**config.mk**
```make
export PLATFORM = sky130hd
export DESIGN_NAME = apb_master
export DESIGN_NICKNAME = d
export VERILOG_FILES = /design/src/rtl/apb_pkg.sv /design/src/rtl/apb_master_wdog.sv /design/src/rtl/apb_master.sv
export SDC_FILE = /design/constraint.sdc
export NUM_CORES = 1
export LEC_CHECK = 0
export CAP_MARGIN = 20
export CORE_UTILIZATION = 62
export CTS_CLUSTER_DIAMETER = 200
export CTS_CLUSTER_SIZE = 28
export DETAILED_ROUTE_END_ITERATION = 8
export DONT_BUFFER_PORTS = 1
export PLACE_DENSITY = 0.87
export SLEW_MARGIN = 10
export SYNTH_ARGS = -nofsm -noshare
export SYNTH_HDL_FRONTEND = slang
export SYNTH_SLANG_ARGS = --single-unit
export TNS_END_PERCENT = 20
```
**constraint.sdc**
```tcl
create_clock -name PCLK -period 1.8 [get_ports PCLK]
set_input_delay 0.54 -clock PCLK [delete_from_list [all_inputs] [get_ports PCLK]]
set_output_delay 0.54 -clock PCLK [all_outputs]
set_load 0.1 [all_outputs]
```
**src/rtl/apb_pkg.sv**
```systemverilog
// Shared types and default widths for the APB master.
package apb_pkg;

    localparam int DEF_ADDRW = 32;
    localparam int DEF_DATAW = 32;

    typedef enum logic [1:0] {
        ST_IDLE,
        ST_SETUP,
        ST_ACCESS,
        ST_RESP
    } apb_state_e;

endpackage

```
**src/rtl/apb_master_wdog.sv**
```systemverilog
// ACCESS wait-state watchdog: flags the TIMEOUT-th consecutive PREADY=0 cycle.
// Instantiated by apb_master only when APB_MASTER_TIMEOUT_EN is defined.
module apb_master_wdog #(
    parameter int TIMEOUT = 16
) (
    input  logic clk_i,
    input  logic rst_i,
    input  logic clear_i,
    input  logic wait_i,
    output logic expired_o
);

    localparam int CW = (TIMEOUT > 1) ? $clog2(TIMEOUT) : 1;

    logic [CW-1:0] cnt_q;
    logic [CW-1:0] cnt_d;

    assign expired_o = wait_i && (cnt_q == CW'(TIMEOUT - 1));

    // NOTE: always_comb assigns a default first so no latch is inferred.
    always_comb begin
        cnt_d = cnt_q;
        if (clear_i) begin
            cnt_d = '0;
        end else if (wait_i && !expired_o) begin
            cnt_d = cnt_q + 1'b1;
        end
    end

    // NOTE: sequential state uses non-blocking assignments only.
    always_ff @(posedge clk_i) begin
        if (rst_i) begin
            cnt_q <= '0;
        end else begin
            cnt_q <= cnt_d;
        end
    end

endmodule

```
**src/rtl/apb_master.sv**
```systemverilog
// Single-outstanding APB master: command in, one APB transfer, response out.
// Optional ACCESS timeout enabled by defining APB_MASTER_TIMEOUT_EN.
module apb_master
    import apb_pkg::*;
#(
    parameter int ADDRW   = DEF_ADDRW,
    parameter int DATAW   = DEF_DATAW,
    parameter int TIMEOUT = 16
) (
    input  logic             PCLK,
    input  logic             PRESET,
    input  logic             cmd_valid,
    output logic             cmd_ready,
    input  logic             cmd_write,
    input  logic [ADDRW-1:0] cmd_addr,
    input  logic [DATAW-1:0] cmd_wdata,
    output logic             rsp_valid,
    input  logic             rsp_ready,
    output logic [DATAW-1:0] rsp_rdata,
    output logic             rsp_err,
    output logic [ADDRW-1:0] PADDR,
    output logic             PSEL,
    output logic             PENABLE,
    output logic             PWRITE,
    output logic [DATAW-1:0] PWDATA,
    input  logic             PREADY,
    input  logic [DATAW-1:0] PRDATA,
    input  logic             PSLVERR
);

    apb_state_e       state_q;
    logic [ADDRW-1:0] paddr_q;
    logic [DATAW-1:0] pwdata_q;
    logic             pwrite_q;
    logic             psel_q;
    logic             penable_q;
    logic             rsp_valid_q;
    logic [DATAW-1:0] rsp_rdata_q;
    logic             rsp_err_q;
    logic             wdog_expired;

`ifdef APB_MASTER_TIMEOUT_EN
    apb_master_wdog #(
        .TIMEOUT (TIMEOUT)
    ) u_wdog (
        .clk_i     (PCLK),
        .rst_i     (PRESET),
        .clear_i   (state_q == ST_SETUP),
        .wait_i    ((state_q == ST_ACCESS) && !PREADY),
        .expired_o (wdog_expired)
    );
`else
    logic timeout_unused;
    assign timeout_unused = ^TIMEOUT;
    assign wdog_expired   = 1'b0;
`endif

    assign cmd_ready = (state_q == ST_IDLE);
    assign PADDR     = paddr_q;
    assign PWDATA    = pwdata_q;
    assign PWRITE    = pwrite_q;
    assign PSEL      = psel_q;
    assign PENABLE   = penable_q;
    assign rsp_valid = rsp_valid_q;
    assign rsp_rdata = rsp_rdata_q;
    assign rsp_err   = rsp_err_q;

    always_ff @(posedge PCLK) begin
        if (PRESET) begin
            state_q     <= ST_IDLE;
            paddr_q     <= '0;
            pwdata_q    <= '0;
            pwrite_q    <= 1'b0;
            psel_q      <= 1'b0;
            penable_q   <= 1'b0;
            rsp_valid_q <= 1'b0;
            rsp_rdata_q <= '0;
            rsp_err_q   <= 1'b0;
        end else begin
            case (state_q)
                ST_IDLE: begin
                    if (cmd_valid) begin
                        paddr_q  <= cmd_addr;
                        pwrite_q <= cmd_write;
                        pwdata_q <= cmd_wdata;
                        psel_q   <= 1'b1;
                        state_q  <= ST_SETUP;
                    end
                end
                ST_SETUP: begin
                    penable_q <= 1'b1;
                    state_q   <= ST_ACCESS;
                end
                ST_ACCESS: begin
                    // Slave inputs are only looked at here; address/data stay frozen.
                    if (PREADY) begin
                        psel_q      <= 1'b0;
                        penable_q   <= 1'b0;
                        rsp_valid_q <= 1'b1;
                        rsp_err_q   <= PSLVERR;
                        rsp_rdata_q <= pwrite_q ? '0 : PRDATA;
                        state_q     <= ST_RESP;
                    end else if (wdog_expired) begin
                        psel_q      <= 1'b0;
                        penable_q   <= 1'b0;
                        rsp_valid_q <= 1'b1;
                        rsp_err_q   <= 1'b1;
                        rsp_rdata_q <= '0;
                        state_q     <= ST_RESP;
                    end
                end
                ST_RESP: begin
                    if (rsp_ready) begin
                        rsp_valid_q <= 1'b0;
                        state_q     <= ST_IDLE;
                    end
                end
                default: state_q <= ST_IDLE;
            endcase
        end
    end

endmodule

```
==> flow_results.org <==
** Place
- Number of cells in the design after placement :: 619
- During placement, the flow inserted port buffers numbering 0.
- RD Place Congestion :: 0.824
- The wire-length estimate of the detail-placed layout is roughly 7.0 mm.

** CTS
- The number of hold buffers added after CTS was 0.
- The clock drives 103 sinks.
- CTS Buffer Depth :: 2
- Number of buffers inserted during clock tree synthesis :: 9
- The tree is rooted in a sky130_fd_sc_hd__clkbuf_8.
- At the later pin of the worst-skew pair, clock insertion delay measures 350 ps.
- CTS tree :: built
- After clock tree synthesis, the clock-pin slew on the worst setup and hold paths is ~90 ps.
- The H-tree was split into 3 levels.

** Synth
- Area of the mapped netlist :: 3920 µm²
- Synthesis produced a netlist whose cell count is 475.
- Count leader, synth :: sky130_fd_sc_hd__nand2_1
- Sequential element share of the synthesized area :: 52.7%
- Post-synthesis simple-gate area fraction :: about a quarter
- Synth top area share :: roughly 53%
- The largest total area in the synthesized netlist belongs to sky130_fd_sc_hd__dfxtp_1.
- Yosys mapped a number of flops with a built-in enable equal to 0.
- Cell types with the largest area share after synthesis :: sky130_fd_sc_hd__dfxtp_1, sky130_fd_sc_hd__nand2_1, sky130_fd_sc_hd__a21oi_1
- FFs w/ async S/R, synth :: 0%
- Yosys cell types :: 29
- Summing the areas of all compound-gate instances in the mapped netlist gives 13.7% of the synthesized area.
- The Yosys step of the flow raised 0 warnings.
- Share of synthesized area spent on multiplexers :: 0.543%
- Among all flip-flop cells after synthesis, the most frequent one is sky130_fd_sc_hd__dfxtp_1.
- By area, the combinational part of the netlist is dominated by simple AND/OR/NAND/NOR gates.
- The number of nets in the synthesized netlist is 584.
- Adder-cell area share of the yosys netlist :: 1.92%
- Top cell types by occurrence after synthesis :: sky130_fd_sc_hd__nand2_1, sky130_fd_sc_hd__dfxtp_1, sky130_fd_sc_hd__a21oi_1, sky130_fd_sc_hd__nand4b_1, sky130_fd_sc_hd__buf_2
- Number of flip-flops and latches in the synthesized netlist :: about 100
- Averaged over all synthesized cells, the footprint is 8.24 µm².
- Fraction of synthesized cell area in xor and xnor cells :: 0%

** Critical path
- The slowest stage of the critical path is the sky130_fd_sc_hd__dfxtp_1 cell.
- Worst endpoint required time :: ~1300 ps
- Slowest stage delay, CP :: approximately 410 ps
- CP startpoint kind :: flip-flop
- Worst reg2reg path startpoint :: state_q[0]
- Along the worst path, the maximum fanout reaches 5.
- Reg2reg end :: state_q[0]
- Counting buffers and inverters, the worst setup path is 3 cells deep.
- Critical path data arrival time :: ~1200 ps
- Traced cell by cell, the critical path runs through inv_2 > ha_4 > buf_12.
- Setup slack of the most critical reg-to-reg path :: 170 ps
- Measured in cells, the most critical reg-to-reg path has a length of 5.
- Category of cells accounting for the largest share of critical-path delay :: flip-flops
- Path type of the worst setup path :: reg2out
- The number of buffers and inverters on the critical path is 2.
- Endpoint type of the worst setup path :: output port

** Global route
- Total grt overflow :: 0
- Maximum number of pins on one net before global-route repair :: 105
- Across every metal layer, demand over resource in global routing totals 30.3%.
- Number of global-route vias before repair :: 3279
- The first global-routing pass estimated roughly 15 mm of wire.
- The initial antenna violation count was 0.

** Worst hold path
- Path class of the lowest-slack min-delay path :: in2reg
- Critical hold path startpoint :: PRESET
- Along the worst hold path, the cell count comes to 1.
- Worst Hold End :: PADDR[14]

** Timing
- Measured against its own limit, the worst slew margin works out to 76.8%.
- Peak Freq :: roughly 0.57 GHz
- Final Hold Viols :: 0
- For the pin with the worst max-slew slack, the measured transition is 345 ps.
- Endpoints failing setup :: 0
- Hold timing on the final database bottoms out at a slack of 235 ps.
- Of the available clock period, the critical path in the final layout requires 97.8%.
- Setup repair after global routing left no endpoint under its margin.
- The routed design could run at a clock period as short as approximately 1800 ps.
- Fin. max-slew vios :: 0
- On the final layout, the worst clock skew is between 7 and 8 ps.
- Summed over all failing endpoints, the final setup total negative slack is 0 ps.

** Die
- The die is 81.5 µm wide.
- The core region is 5990 µm².
- The initialized floorplan defines 28 standard-cell rows.
- Die Footprint :: 6640 µm²
- The initial utilization of the core area, before any placement, comes to 65.4%.
- Total I/O pin count :: 205
- Measured along the y axis, the die boundary spans ~81 µm.

** Power
- Static leakage :: 0.00200 µW
- IR analysis of the VDD net gives a maximum drop of 0.00139 V.
- Power per cell area :: 1980 nW/µm²
- Final Power :: ~9700 µW

** Outcome
- Result of the run :: finished, final reports clean

** Routing
- DR iter-0 viols :: slightly below 200
- Initial DRT Pass Iterations :: 5
- For this run, design rule violations remaining after detail routing come to 0.
- In the final routed layout, each cell accounts on average for 16.6 µm.
- Total via count in the routed design :: roughly 3600
- Wirelength, routed :: 10.5 mm
- Once detail routing completed, the nets flagged for antenna violations numbered 0.
- Via-per-instance ratio :: 5.72

** Final layout
- Final net count :: approximately 670
- Post-route non-filler standard cell count :: 636
- Fraction of final layout cells with drive strength greater than 1 :: between 20% and 30%
- Antenna Diode Count :: 0
- From synthesis to final layout, the design area changed by 25.7%.

** Run
- Max-cap violations in this run came to 0.
## repair_timing
| action | CTS | global route |
|---|---|---|
| resized for setup | 3 | 1 |
| setup endpoints to repair | 1 | 1 |
| buffers inserted | 0 | 1 |
| pin swaps | 0 | 1 |
| cloned | 0 | 0 |
## how the worst max path moves through the flow
stage,from,to
3_5_place_dp,state_q[0],state_q[0]
4_1_cts,state_q[1],cmd_ready
6_report,state_q[0],cmd_ready
5_1_grt,state_q[0],cmd_ready
2_1_floorplan,state_q[0],PADDR[0]
3_3_place_gp,state_q[0],state_q[0]
## flip-flops by register name (all words and copies together), names as in the netlist
register,count
rsp_valid,1
PADDR,32
rsp_rdata,32
PWRITE,1
PWDATA,32
PSEL,1
PENABLE,1
state_q,2
rsp_err,1
## routing by layer
metal  up-vias  track usage (%)  share of wire [%]
met5         -                0                  0
met4         0             15.7                2.9
met3        35             9.78                8.8
met2       193             53.1                 52
met1      1676             32.3                 36
li1       1736                -                  -
## cells by family (layout without fill, tap and decap cells)
family                     after synthesis  count (layout)
adders and majority gates                6               6
AOI/OAI and AO/OA                      105             105
DFF                                    103             103
buffers and inverters                   43             129
and+or+nand+nor                        216             216
muxes                                    2               2
## cells in the final DEF (no fill, tap or decap)
cell,count
sky130_fd_sc_hd__clkbuf_8,10
sky130_fd_sc_hd__a21oi_1,99
sky130_fd_sc_hd__nand2_1,169
sky130_fd_sc_hd__or2_2,1
sky130_fd_sc_hd__buf_4,107
sky130_fd_sc_hd__a32oi_1,1
sky130_fd_sc_hd__and2b_1,1
sky130_fd_sc_hd__mux2i_1,1
sky130_fd_sc_hd__o21bai_1,1
sky130_fd_sc_hd__nand3_1,1
sky130_fd_sc_hd__and2_2,1
sky130_fd_sc_hd__nor2b_1,3
sky130_fd_sc_hd__nor3_1,1
sky130_fd_sc_hd__nand2_2,1
sky130_fd_sc_hd__inv_1,1
sky130_fd_sc_hd__o31ai_1,1
sky130_fd_sc_hd__clkbuf_1,3
sky130_fd_sc_hd__nand4b_1,32
sky130_fd_sc_hd__a211oi_1,1
sky130_fd_sc_hd__ha_4,1
sky130_fd_sc_hd__o21ai_0,1
sky130_fd_sc_hd__nor2_1,3
sky130_fd_sc_hd__a31oi_1,1
sky130_fd_sc_hd__inv_2,2
sky130_fd_sc_hd__dfxtp_1,101
sky130_fd_sc_hd__mux2_2,1
sky130_fd_sc_hd__buf_12,3
sky130_fd_sc_hd__dfxtp_2,2
sky130_fd_sc_hd__or3_1,1
sky130_fd_sc_hd__or4_1,1
sky130_fd_sc_hd__ha_1,5
sky130_fd_sc_hd__bufinv_16,3
sky130_fd_sc_hd__nor3b_1,1
## layout make-up
class,count,area (µm²)
Sequential cell,103,2060
Multi-Input combinational cell,329,1650
Fill cell,369,1070
Timing Repair Buffer,110,863
Clock buffer,13,149
Tap cell,75,93.8
Clock inverter,3,90.1
Inverter,3,11.3
## power breakdown
| group | leakage, µW | switching, µW | internal (µW) |
|---|---|---|---|
| combinational | 0.00104 | 4060 | 1110 |
| clock | 0.000118 | 752 | 965 |
| sequential | 0.000842 | 168 | 2680 |
| total | 0.00200 | 4980 | 4750 |
## through the flow
step                worst slack, ps  utilization (%)  cell area, µm²
finish                         39.2             82.2            4920
global route                   2.98             82.2            4920
CTS                            9.57             82.0            4910
detailed placement              198             77.9            4660
global placement                307             77.9            4660
floorplan                      67.7                -            3920
(Power assumes the default switching activity.)
